File: src/rtl/spi_device_sync.sv
// SPI device front end: spi_clk/spi_cs/spi_mosi oversampled in the clk domain, all CPOL/CPHA modes.
// Optional macro SPI_DEVICE_SYNC_RX_HOLD_EN: rx_valid held until rx_ready, with sticky rx_overrun.
module spi_device_sync #(
    parameter int unsigned      WIDTH       = 8,
    parameter bit               CPOL        = 1'b0,
    parameter bit               CPHA        = 1'b0,
    parameter bit               MSB_FIRST   = 1'b1,
    parameter int unsigned      SYNC_STAGES = 2,
    parameter logic [WIDTH-1:0] IDLE_TX     = '1
) (
    input  logic             clk,
    input  logic             reset_n,
    input  logic             spi_clk,
    input  logic             spi_cs,
    input  logic             spi_mosi,
    output logic             spi_miso,
    output logic             spi_miso_oe,
    output logic             rx_valid,
    output logic [WIDTH-1:0] rx_data,
    input  logic             rx_ready,
    output logic             rx_overrun,
    input  logic             tx_valid,
    input  logic [WIDTH-1:0] tx_data,
    output logic             tx_ack,
    output logic             tx_underrun,
    output logic             busy
);

    localparam int unsigned CW = $clog2(WIDTH);
    localparam logic [CW-1:0] LAST_BIT = CW'(WIDTH - 1);

    typedef enum logic [1:0] {
        ST_IDLE,
        ST_LOAD,
        ST_XFER
    } state_e;

    logic [SYNC_STAGES-1:0] sclk_sync_q, sclk_sync_d;
    logic [SYNC_STAGES-1:0] cs_sync_q, cs_sync_d;
    logic [SYNC_STAGES-1:0] mosi_sync_q, mosi_sync_d;
    logic                   sclk_prev_q, sclk_prev_d;

    state_e           state_q, state_d;
    logic [CW-1:0]    bit_cnt_q, bit_cnt_d;
    logic [WIDTH-1:0] rx_sr_q, rx_sr_d;
    logic [WIDTH-1:0] tx_sr_q, tx_sr_d;
    logic             miso_q, miso_d;
    logic [WIDTH-1:0] rx_data_q, rx_data_d;
    logic             rx_valid_q, rx_valid_d;

    logic             sclk_s, cs_s, mosi_s;
    logic             sclk_edge, lead_edge, trail_edge, sample_edge, shift_edge;
    logic             word_done, cs_fall;
    logic [WIDTH-1:0] load_word;

    function automatic logic head_bit(input logic [WIDTH-1:0] w);
        return MSB_FIRST ? w[WIDTH-1] : w[0];
    endfunction

    function automatic logic [WIDTH-1:0] advance(input logic [WIDTH-1:0] w);
        return MSB_FIRST ? {w[WIDTH-2:0], 1'b0} : {1'b0, w[WIDTH-1:1]};
    endfunction

    always_comb begin
        sclk_sync_d = {sclk_sync_q[SYNC_STAGES-2:0], spi_clk};
        cs_sync_d   = {cs_sync_q[SYNC_STAGES-2:0], spi_cs};
        mosi_sync_d = {mosi_sync_q[SYNC_STAGES-2:0], spi_mosi};
        sclk_prev_d = sclk_s;
    end

    always_ff @(posedge clk or negedge reset_n) begin
        if (!reset_n) begin
            sclk_sync_q <= {SYNC_STAGES{CPOL}};
            cs_sync_q   <= '1;
            mosi_sync_q <= '0;
            sclk_prev_q <= CPOL;
        end else begin
            sclk_sync_q <= sclk_sync_d;
            cs_sync_q   <= cs_sync_d;
            mosi_sync_q <= mosi_sync_d;
            sclk_prev_q <= sclk_prev_d;
        end
    end

    assign sclk_s      = sclk_sync_q[SYNC_STAGES-1];
    assign cs_s        = cs_sync_q[SYNC_STAGES-1];
    assign mosi_s      = mosi_sync_q[SYNC_STAGES-1];
    assign sclk_edge   = sclk_s ^ sclk_prev_q;
    assign lead_edge   = sclk_edge && (sclk_s != CPOL);
    assign trail_edge  = sclk_edge && (sclk_s == CPOL);
    assign sample_edge = CPHA ? trail_edge : lead_edge;
    assign shift_edge  = CPHA ? lead_edge : trail_edge;

    // The word boundary is a LOAD cycle too, so rx_valid and tx_ack/tx_underrun line up.
    always_comb begin
        state_d   = state_q;
        bit_cnt_d = bit_cnt_q;
        rx_sr_d   = rx_sr_q;
        tx_sr_d   = tx_sr_q;
        miso_d    = miso_q;
        rx_data_d = rx_data_q;
        word_done = 1'b0;
        cs_fall   = 1'b0;
        load_word = tx_valid ? tx_data : IDLE_TX;
        case (state_q)
            ST_IDLE: begin
                miso_d    = 1'b1;
                bit_cnt_d = '0;
                rx_sr_d   = '0;
                if (!cs_s) begin
                    state_d = ST_LOAD;
                    cs_fall = 1'b1;
                end
            end
            ST_LOAD: begin
                bit_cnt_d = '0;
                if (!CPHA) begin
                    miso_d  = head_bit(load_word);
                    tx_sr_d = advance(load_word);
                end else begin
                    tx_sr_d = load_word;
                end
                state_d = cs_s ? ST_IDLE : ST_XFER;
            end
            ST_XFER: begin
                if (cs_s) begin
                    state_d = ST_IDLE;
                end else if (sample_edge) begin
                    rx_sr_d = MSB_FIRST ? {rx_sr_q[WIDTH-2:0], mosi_s}
                                        : {mosi_s, rx_sr_q[WIDTH-1:1]};
                    if (bit_cnt_q == LAST_BIT) begin
                        bit_cnt_d = '0;
                        rx_data_d = rx_sr_d;
                        word_done = 1'b1;
                        state_d   = ST_LOAD;
                    end else begin
                        bit_cnt_d = bit_cnt_q + 1'b1;
                    end
                end else if (shift_edge && (CPHA || (bit_cnt_q != '0))) begin
                    // CPHA=0: count 0 here means the next word's first bit is already out.
                    miso_d  = head_bit(tx_sr_q);
                    tx_sr_d = advance(tx_sr_q);
                end
            end
            default: state_d = ST_IDLE;
        endcase
    end

    always_ff @(posedge clk or negedge reset_n) begin
        if (!reset_n) begin
            state_q   <= ST_IDLE;
            bit_cnt_q <= '0;
            rx_sr_q   <= '0;
            tx_sr_q   <= '0;
            miso_q    <= 1'b1;
            rx_data_q <= '0;
        end else begin
            state_q   <= state_d;
            bit_cnt_q <= bit_cnt_d;
            rx_sr_q   <= rx_sr_d;
            tx_sr_q   <= tx_sr_d;
            miso_q    <= miso_d;
            rx_data_q <= rx_data_d;
        end
    end

`ifdef SPI_DEVICE_SYNC_RX_HOLD_EN
    logic rx_overrun_q, rx_overrun_d;

    always_comb begin
        rx_valid_d   = rx_valid_q & ~rx_ready;
        rx_overrun_d = rx_overrun_q;
        if (cs_fall) begin
            rx_overrun_d = 1'b0;
        end
        if (word_done) begin
            rx_valid_d = 1'b1;
            if (rx_valid_q && !rx_ready) begin
                rx_overrun_d = 1'b1;
            end
        end
    end

    always_ff @(posedge clk or negedge reset_n) begin
        if (!reset_n) begin
            rx_valid_q   <= 1'b0;
            rx_overrun_q <= 1'b0;
        end else begin
            rx_valid_q   <= rx_valid_d;
            rx_overrun_q <= rx_overrun_d;
        end
    end

    assign rx_overrun = rx_overrun_q;
`else
    logic unused_rx_ready;

    always_comb begin
        rx_valid_d = word_done;
    end

    always_ff @(posedge clk or negedge reset_n) begin
        if (!reset_n) begin
            rx_valid_q <= 1'b0;
        end else begin
            rx_valid_q <= rx_valid_d;
        end
    end

    assign unused_rx_ready = rx_ready;
    assign rx_overrun      = 1'b0;
`endif

    assign spi_miso    = miso_q;
    assign spi_miso_oe = (state_q != ST_IDLE);
    assign busy        = (state_q != ST_IDLE);
    assign rx_valid    = rx_valid_q;
    assign rx_data     = rx_data_q;
    assign tx_ack      = (state_q == ST_LOAD) && tx_valid;
    assign tx_underrun = (state_q == ST_LOAD) && !tx_valid;

endmodule

File: config.mk
export PLATFORM = sky130hd
export DESIGN_NAME = spi_device_sync
export DESIGN_NICKNAME = d
export VERILOG_FILES = /design/src/rtl/spi_device_sync.sv
export SDC_FILE = /design/constraint.sdc
export NUM_CORES = 1
export LEC_CHECK = 0
export CAP_MARGIN = 15
export CORE_ASPECT_RATIO = 0.7
export CORE_MARGIN = 4
export CORE_UTILIZATION = 55
export CTS_CLUSTER_SIZE = 16
export DETAILED_ROUTE_END_ITERATION = 12
export PLACE_DENSITY_LB_ADDON = 0.25
export SETUP_SLACK_MARGIN = 0.02
export SLEW_MARGIN = 20
export SYNTH_ARGS = -nofsm -noshare
export SYNTH_HDL_FRONTEND = slang
export SYNTH_SLANG_ARGS = --single-unit
File: constraint.sdc
create_clock -name clk -period 4.3 [get_ports clk]
set_input_delay 0.86 -clock clk [delete_from_list [all_inputs] [get_ports clk]]
set_output_delay 0.86 -clock clk [all_outputs]
set_load 0.1 [all_outputs]
==> run_results.csv, run 1 <==
group,metric,value,unit
setup_path,endpoint,"spi_miso_oe",
yosys,ys_types,32,
status,status,"completed",
setup_path,cp_top_family,"buffers and inverters",
cts,h-tree-depth,2,
setup_path,reg2reg_to,"rx_data[2]",
setup_path,reg2reg_depth,5,
placed_design,gp_congestion,0.689,
drt,ant_nets,0,
yosys,synth_area_leader_cell,"dfrtp_1",
cts,cts.sinks,36,
drt,firstDrtPassIters,4,
sta,rsz0062_at_grt,"no",
global_routing,grt_pass1_wl,5220,µm
sta,setup_viol,0,
cells_and_area,drive_above_1_share,17.8,%
drt,wl_per_cell,15.2,µm
yosys,async_flop_share,100,%
sta,max_clock_freq,0.320,GHz
global_routing,antenna_found_initial,0,
setup_path,critPathSlowestCell,"clkdlybuf4s50_1",
drt,vias_per_cell,5.52,
floorplanning,pin_count,30,
drt,drcViolationCount,0,
floorplanning,fp.dieArea,4040,µm²
setup_path,cp-start-kind,"flop",
yosys,synth-seq-cells,36,
setup_path,cp_num_buf_inv,3,
cts,cts.clk_slew.worst_paths,70,ps
cts,cts_inserted_buffers,5,
power_and_ir_drop,peakVddDrop,0.409,mV
cells_and_area,syn_to_final_growth,21.2,%
drt,drt_iter0_markers,61,
global_routing,grt_max_degree,37,
yosys,synth-edff-count,0,
setup_path,path_max_fanout,5,
setup_path,crit_path_end_kind,"output port",
global_routing,grt_pass1_vias,1169,
cts,cts_setup_buffers,0,
cells_and_area,nFillCells,200,
cells_and_area,antenna_cells,0,
yosys,synth_top_area_share,48.9,%
global_routing,overflow,0,
sta,worst_pin_slew,1000,ps
cells_and_area,regArea,905,µm²
placed_design,dp_hpwl,2210,µm
yosys,yosys_warnings,0,
yosys,yosysSeqAreaShare,53.5,%
setup_path,max_stage_delay,1140,ps
sta,slew_viol_final,0,
cells_and_area,final_util,71.6,%
cts,tritoncts,"built",
placed_design,numPortBuffers,27,
sta,fin_setup_tns,0,ps
sta,min_period_over_period,72.6,%
cts,cts.repair.resized,0,
floorplanning,die_x,74.3,µm
sta,slew_headroom,33.0,%
yosys,synthTopCellsByCount,"dfrtp_1 (33), nand2_1 (19), inv_1 (11)",
sta,period_minus_slack,3120,ps
cts,clk_latency,280,ps
yosys,synthCells,140,
drt,totalWireLength,3120,µm
setup_path,crit_chain,"inv_1 -> ha_1 -> inv_1 -> clkdlybuf4s50_1",
cts,cts.path.max_buffers,2,
floorplanning,die_h,54.4,µm
setup_path,path_common_cell,"inv_1",
run,drv_cap,0,
yosys,synth.most_common_cell,"dfrtp_1",
power_and_ir_drop,powerDensity,569,nW/µm²
global_routing,track_usage,18.0,%
worst_hold_path,hp-class,"reg2reg",
drt,vias,1131,
setup_path,reg2reg_from,"state_q[0]",
cells_and_area,multi_input_area,704,µm²
floorplanning,core,2860,µm²
yosys,syn_area,1690,µm²
yosys,synth_ff_type,"dfrtp_1",
cts,root_buffer,"clkbuf_8",
sta,hold_viol_final,0,
setup_path,worst_ep_required_time,3440,ps
setup_path,reg2reg_slack,2040,ps
worst_hold_path,min_path_cells,0,
yosys,synth.net_count,164,
cts,holdBufCountCts,0,
setup_path,crit_arrival,2260,ps
sta,fin_worst_skew,7.25,ps
power_and_ir_drop,p_leak,0.000979,µW
floorplanning,rows,16,
yosys,syn_avg_cell_area,12.1,µm²
yosys,yosys-top-cells-area,"dfrtp_1 (49%), mux2_4 (7.1%), ha_1 (6.7%)",
setup_path,worstSetupPathDepth,4,
floorplanning,initial_core_util,59.0,%
setup_path,crit_start,"state_q[0]",
cells_and_area,fin_nets,192,
setup_path,worst-setup-path-type,"reg2out",
[layout by cell type (no fill, tap or decap), types with 2 or more instances in the layout]
cell type | synthesis | layout
clkbuf_1 | 2 | 2
dfrtp_1 | 33 | 33
mux2_4 | 8 | 8
nand2_1 | 19 | 19
nor2b_1 | 3 | 3
o21ai_1 | 8 | 8
clkdlybuf4s50_1 | 0 | 25
o21ai_0 | 2 | 2
a22o_1 | 2 | 2
nand2b_1 | 3 | 3
buf_4 | 3 | 3
clkbuf_8 | 0 | 5
inv_1 | 11 | 11
mux2i_1 | 3 | 3
ha_1 | 9 | 9
a221o_1 | 6 | 6
nor2_1 | 3 | 3
o221a_2 | 6 | 6
dfstp_2 | 3 | 3
[kinds of logic (layout without fill, tap and decap cells)]
family                     after synthesis  in the layout  synth area share [%]
AOI/OAI and AO/OA                       30             30                  14.7
adders and majority gates                9              9                  6.66
buffers and inverters                   18             47                  4.81
DFF                                     36             36                  53.5
muxes                                   11             11                  8.88
other                                    1              1                 0.222
and+or+nand+nor                         35             35                  11.2
[per-stage QoR]
step | hold slack (ps) | setup slack [ps] | area (µm²) | instances | total power, µW
2_1_floorplan | 331 | 1130 | 1690 | 140 | 843
3_3_place_gp | 332 | 1530 | 1970 | 197 | 930
3_5_place_dp | 335 | 1480 | 1970 | 197 | 950
4_1_cts | 350 | 1170 | 2050 | 205 | 1180
5_1_grt | 364 | 1090 | 2050 | 205 | 1240
6_report | 350 | 1180 | 2050 | 205 | 1170
[cell type report]
cell class | instances | area share (%)
clock buffer | 7 | 3.72
clock inverter | 1 | 0.244
inverter | 11 | 2.01
multi-input combinational | 86 | 34.4
sequential | 36 | 44.1
tap | 36 | 2.20
timing repair buffer | 28 | 13.3
[registers in the layout (all words and copies together) (netlist names)]
register / count
bit_cnt_q: 3
cs_sync_q: 2
mosi_sync_q: 2
rx_data: 8
rx_sr_q: 7
rx_valid: 1
sclk_prev_q: 1
sclk_sync_q: 2
spi_miso: 1
state_q: 2
tx_sr_q: 7
[worst reg2reg max path: stages, from the launching register on]
cell and delay [ps]:
dfrtp_1 430, inv_1 110, ha_1 390, and4bb_1 630, nand2_4 230, mux2_4 350
[power breakdown]
part / switching (µW) / internal (µW)
sequential: 46.1 / 394
combinational: 324 / 181
clock: 108 / 114
total: 478 / 689
[worst min path at each step]
stage	slack, ps	endpoint	start
5_1_grt	360	sclk_sync_q[1]	sclk_sync_q[0]
4_1_cts	350	sclk_sync_q[1]	sclk_sync_q[0]
2_1_floorplan	330	mosi_sync_q[1]	mosi_sync_q[0]
3_5_place_dp	330	mosi_sync_q[1]	mosi_sync_q[0]
6_report	350	mosi_sync_q[1]	mosi_sync_q[0]
3_3_place_gp	330	mosi_sync_q[1]	mosi_sync_q[0]
[layer usage]
layer / wire [µm] / vias to the layer above / track usage, %
met5: 0 / - / 0
met4: 89 / 0 / 11.5
met3: 155 / 8 / 5.50
met2: 1390 / 27 / 27.9
met1: 1480 / 549 / 22.2
li1: - / 547 / -
Power figures use the tool's default switching activity.
==> run 2, diff against run 1 <==
--- a/config.mk
+++ b/config.mk
@@ -8,7 +8,7 @@
 export CAP_MARGIN = 15
 export CORE_ASPECT_RATIO = 0.7
 export CORE_MARGIN = 4
-export CORE_UTILIZATION = 55
+export CORE_UTILIZATION = 51
 export CTS_CLUSTER_SIZE = 16
 export DETAILED_ROUTE_END_ITERATION = 12
 export PLACE_DENSITY_LB_ADDON = 0.25
==> constraint.sdc (replaced) <==
create_clock -name clk -period 2.91 [get_ports clk]
set_input_delay 0.582 -clock clk [delete_from_list [all_inputs] [get_ports clk]]
set_output_delay 0.582 -clock clk [all_outputs]
set_load 0.1 [all_outputs]
==> run_results.csv, run 2 (synthesis results as in run 1) <==
group,metric,value,unit
global_routing,grt_pass1_vias,1214,
setup_path,crit_path_end_kind,"output port",
sta,fin_ws,437,ps
sta,fin_setup_tns,0,ps
cells_and_area,nFillCells,253,
placed_design,dp_hpwl,2230,µm
global_routing,overflow,0,
cts,h-tree-depth,2,
global_routing,grt_max_degree,37,
setup_path,crit_chain,"inv_1 -> ha_1 -> nand2_1 -> inv_1 -> buf_12",
status,status,"completed",
power_and_ir_drop,pwr-share-comb,42.5,%
power_and_ir_drop,pwr-share-clk,21.3,%
power_and_ir_drop,seqPwrFrac,36.1,%
power_and_ir_drop,peakVddDrop,0.590,mV
setup_path,path_max_fanout,12,
drt,drcViolationCount,0,
setup_path,endpoint,"tx_ack",
cells_and_area,layout_common_cells,"dfrtp_1 (33), nand2_1 (19), buf_4 (15)",
setup_path,reg2reg_slack,880,ps
drt,wl_per_cell,15.5,µm
cts,cts_setup_buffers,0,
run,drv_cap,0,
drt,firstDrtPassIters,4,
sta,max_clock_freq,0.404,GHz
global_routing,antenna_found_initial,0,
drt,drt_iter0_markers,62,
power_and_ir_drop,p_leak,0.00102,µW
setup_path,reg2reg_depth,6,
setup_path,worst_ep_required_time,2330,ps
cells_and_area,syn_to_final_growth,22.1,%
cts,root_buffer,"clkbuf_8",
setup_path,cp-start-kind,"flop",
cts,cts_inserted_buffers,5,
placed_design,detailedPlace.worstSlack,687,ps
cts,cts.path.max_buffers,2,
power_and_ir_drop,p_sw_share,40.1,%
sta,period_minus_slack,2470,ps
setup_path,max_stage_delay,430,ps
worst_hold_path,hp-class,"reg2reg",
power_and_ir_drop,powerDensity,866,nW/µm²
sta,setup_viol,0,
setup_path,reg2reg_from,"state_q[0]",
cts,cts.repair.resized,0,
floorplanning,die_h,56.2,µm
setup_path,crit_start,"state_q[1]",
cells_and_area,fin_cells,208,
placed_design,gp_congestion,0.769,
cells_and_area,fin_nets,193,
cells_and_area,antenna_cells,0,
power_and_ir_drop,p_int,1070,µW
drt,ant_nets,0,
cts,tritoncts,"built",
placed_design,numPortBuffers,27,
setup_path,crit_arrival,1890,ps
drt,totalWireLength,3220,µm
cells_and_area,layout_commonest_cell,"dfrtp_1",
setup_path,path_common_cell,"inv_1",
floorplanning,pin_count,30,
cells_and_area,drive_above_1_share,26.5,%
sta,fin_worst_skew,8.71,ps
floorplanning,rows,17,
floorplanning,initial_core_util,53.3,%
floorplanning,die_x,76.8,µm
cts,holdBufCountCts,0,
global_routing,grt_pass1_wl,5730,µm
cts,clk_latency,290,ps
sta,slew_viol_final,0,
global_routing,track_usage,16.8,%
cells_and_area,final_area,2060,µm²
placed_design,placed_area,1960,µm²
placed_design,dp_cells,200,
sta,min_period_over_period,85.0,%
sta,hold_viol_final,0,
sta,rsz0062_at_grt,"no",
cts,cts.sinks,36,
setup_path,reg2reg_to,"rx_data[3]",
setup_path,critPathSlowestCell,"ha_1",
setup_path,worst-setup-path-type,"reg2out",
cells_and_area,largest_reg_flops,8,
cells_and_area,final_util,65.1,%
drt,vias_per_cell,5.55,
drt,vias,1155,
cts,cts.clk_slew.worst_paths,70,ps
power_and_ir_drop,p_switching,716,µW
floorplanning,fp.dieArea,4310,µm²
floorplanning,core,3170,µm²
run 2: changes by cell type in the layout (fill, tap and decap cells not counted), sizes merged:
cell,change
buf,+13
clkdlybuf4s50,-12
clkinv,-1
clkbuf,+1
run 2: area by class of cell:
cell class	count	area (µm²)	share of cell area, %
repair buffers	29	263	12.7
well taps	38	47.5	2.30
clock buffers	8	100	4.85
multi-input cells	86	707	34.3
inverters	11	41.3	2.00
flip-flops and latches	36	905	43.8
run 2: how the worst min path moves through the flow:
stage / startpoint / cells past startpoint / slack, ps / endpoint
6_report: cs_sync_q[0] / 0 / 360 / cs_sync_q[1]
2_1_floorplan: reset_n / 0 / 290 / bit_cnt_q[0]
3_5_place_dp: cs_sync_q[0] / 0 / 350 / cs_sync_q[1]
3_3_place_gp: sclk_sync_q[0] / 0 / 330 / sclk_sync_q[1]
5_1_grt: cs_sync_q[0] / 0 / 360 / cs_sync_q[1]
4_1_cts: cs_sync_q[0] / 0 / 360 / cs_sync_q[1]
run 2: worst max-delay path: cells and delay by family, from the launching register on:
| family | cells | cell delay, ps |
|---|---|---|
| buffers and inverters | 3 | 440 |
| and+or+nand+nor | 1 | 300 |
| adders and majority gates | 1 | 430 |
| DFF | 1 | 420 |
run 2: power groups by stage:
stage | logic [µW] | registers (µW) | clock network, µW
2_1_floorplan | 566 | 682 | 0
3_3_place_gp | 737 | 648 | 0
3_5_place_dp | 754 | 655 | 0
4_1_cts | 760 | 645 | 389
5_1_grt | 807 | 658 | 411
6_report | 760 | 645 | 381
run 2: routing by layer:
metal	track usage (%)	share of wire, %	vias to the layer above
met5	0	0	-
met4	6.98	1.8	0
met3	5.83	6.2	9
met2	24.7	45	36
met1	22.7	47	564
li1	-	-	546
run 2: through the flow:
step           hold slack, ps  total power, µW
4_1_cts                   357             1790
5_1_grt                   363             1880
2_1_floorplan             286             1250
3_5_place_dp              347             1410
3_3_place_gp              333             1380
6_report                  357             1790
==> run 3, diff against run 2 <==
--- a/config.mk
+++ b/config.mk
@@ -8,7 +8,7 @@
 export CAP_MARGIN = 15
 export CORE_ASPECT_RATIO = 0.7
 export CORE_MARGIN = 4
-export CORE_UTILIZATION = 51
+export CORE_UTILIZATION = 46
 export CTS_CLUSTER_SIZE = 16
 export DETAILED_ROUTE_END_ITERATION = 12
 export PLACE_DENSITY_LB_ADDON = 0.25
==> constraint.sdc (replaced) <==
create_clock -name clk -period 2.2 [get_ports clk]
set_input_delay 0.44 -clock clk [delete_from_list [all_inputs] [get_ports clk]]
set_output_delay 0.44 -clock clk [all_outputs]
set_load 0.1 [all_outputs]
==> run_results.csv, run 3 (synthesis results as in run 1) <==
group,metric,value,unit
status,status,"completed",
setup_path,reg2reg_slack,350,ps
worst_hold_path,hp-class,"reg2reg",
drt,drcViolationCount,0,
placed_design,gp_congestion,0.813,
drt,ant_nets,0,
sta,min_period_over_period,94.2,%
cells_and_area,multi_input_area,712,µm²
global_routing,grt_max_degree,37,
cells_and_area,syn_to_final_growth,26.6,%
setup_path,crit_path_end_kind,"output port",
cts,cts_inserted_buffers,5,
global_routing,overflow,0,
worst_hold_path,hold_start,"sclk_sync_q[0]",
cts,cts.clk_slew.worst_paths,70,ps
cells_and_area,fin_nets,194,
floorplanning,die_x,80.5,µm
cells_and_area,layout_common_cells,"dfrtp_1 (33), nand2_1 (19), clkdlybuf4s50_1 (13), buf_4 (13), inv_1 (11)",
global_routing,track_usage,15.6,%
power_and_ir_drop,peakVddDrop,0.986,mV
setup_path,cp-start-kind,"flop",
floorplanning,die_h,58.7,µm
drt,wl_per_cell,14.6,µm
global_routing,antenna_found_initial,0,
setup_path,worst_ep_required_time,1760,ps
power_and_ir_drop,p_leak,0.00104,µW
cts,root_buffer,"clkbuf_8",
placed_design,dp_hpwl,2370,µm
cts,cts.repair.resized,0,
cts,holdBufCountCts,0,
cells_and_area,drive_above_1_share,27.5,%
worst_hold_path,min_path_cells,0,
setup_path,reg2reg_depth,5,
cells_and_area,nFillCells,274,
drt,totalWireLength,3230,µm
sta,period_minus_slack,2070,ps
drt,vias_per_cell,5.19,
cts,cts.path.max_buffers,2,
cells_and_area,layout_commonest_cell,"dfrtp_1",
drt,drt_iter0_markers,51,
cts,tritoncts,"built",
floorplanning,pin_count,30,
sta,fin_worst_skew,7.14,ps
cells_and_area,largest_reg_flops,8,
cts,h-tree-depth,2,
cells_and_area,regArea,905,µm²
floorplanning,initial_core_util,47.8,%
setup_path,path_max_fanout,8,
floorplanning,core,3540,µm²
cells_and_area,antenna_cells,0,
drt,vias,1146,
global_routing,grt_pass1_vias,1210,
power_and_ir_drop,powerDensity,1180,nW/µm²
cts,cts.sinks,36,
sta,slew_viol_final,0,
floorplanning,rows,18,
global_routing,grt_pass1_wl,5570,µm
run,drv_cap,0,
setup_path,reg2reg_from,"state_q[0]",
sta,setup_viol,0,
setup_path,reg2reg_to,"rx_data[7]",
sta,rsz0062_at_grt,"no",
placed_design,numPortBuffers,27,
placed_design,placed_area,2030,µm²
worst_hold_path,hold_end,"sclk_sync_q[1]",
sta,max_clock_freq,0.483,GHz
cts,clk_latency,290,ps
sta,hold_viol_final,0,
setup_path,crit_arrival,1630,ps
setup_path,worst-setup-path-type,"reg2out",
sta,fin_setup_tns,0,ps
drt,firstDrtPassIters,4,
cts,cts_setup_buffers,0,
floorplanning,fp.dieArea,4720,µm²
cells_and_area,final_area,2140,µm²
[run 3: critical path: stages, from the launching register on]
cell and delay [ps]:
dfrtp_1 430, inv_1 100, ha_1 240, nand2_1 230
inv_1 160, buf_12 180
[run 3: power by group]
group / switching, µW / internal (µW) / total, µW
clock network: 237 / 335 / 572
logic: 654 / 446 / 1100
registers: 92.6 / 769 / 862
[run 3: how the worst max path moves through the flow]
stage | start | endpoint | slack [ps] | cells after the start
4_1_cts | state_q[1] | tx_ack | 140 | 5
2_1_floorplan | state_q[0] | spi_miso_oe | 40 | 4
3_5_place_dp | tx_valid | tx_ack | 220 | 4
6_report | state_q[1] | tx_ack | 130 | 5
3_3_place_gp | tx_valid | tx_ack | 250 | 4
5_1_grt | state_q[1] | tx_ack | 20 | 5
[run 3: cell type report]
class | instances | share of cell area, %
clock buffers | 5 | 3.22
well taps | 50 | 2.92
inverters | 11 | 1.93
multi-input cells | 86 | 33.3
flip-flops and latches | 36 | 42.3
repair buffers | 30 | 14.4
clock inverters | 3 | 1.99
[run 3: metal layers]
metal  track usage (%)  vias up  part of all wire (%)
li1                  -      551                     -
met1              19.5      559                    45
met5                 0        -                     0
met3              5.35        7                   5.9
met4              6.51        0                   1.4
met2              24.9       29                    48
[run 3: through the flow]
| step | utilization, % | total power [µW] | instances | setup slack, ps | hold slack, ps |
|---|---|---|---|---|---|
| detailed placement | 57.4 | 1970 | 213 | 220 | 346 |
| CTS | 60.5 | 2560 | 221 | 139 | 365 |
| global placement | 57.4 | 1930 | 213 | 247 | 335 |
| finish | 60.5 | 2530 | 221 | 128 | 360 |
| floorplan | - | 1660 | 140 | 43.4 | 144 |
| global route | 60.5 | 2660 | 221 | 22.7 | 367 |
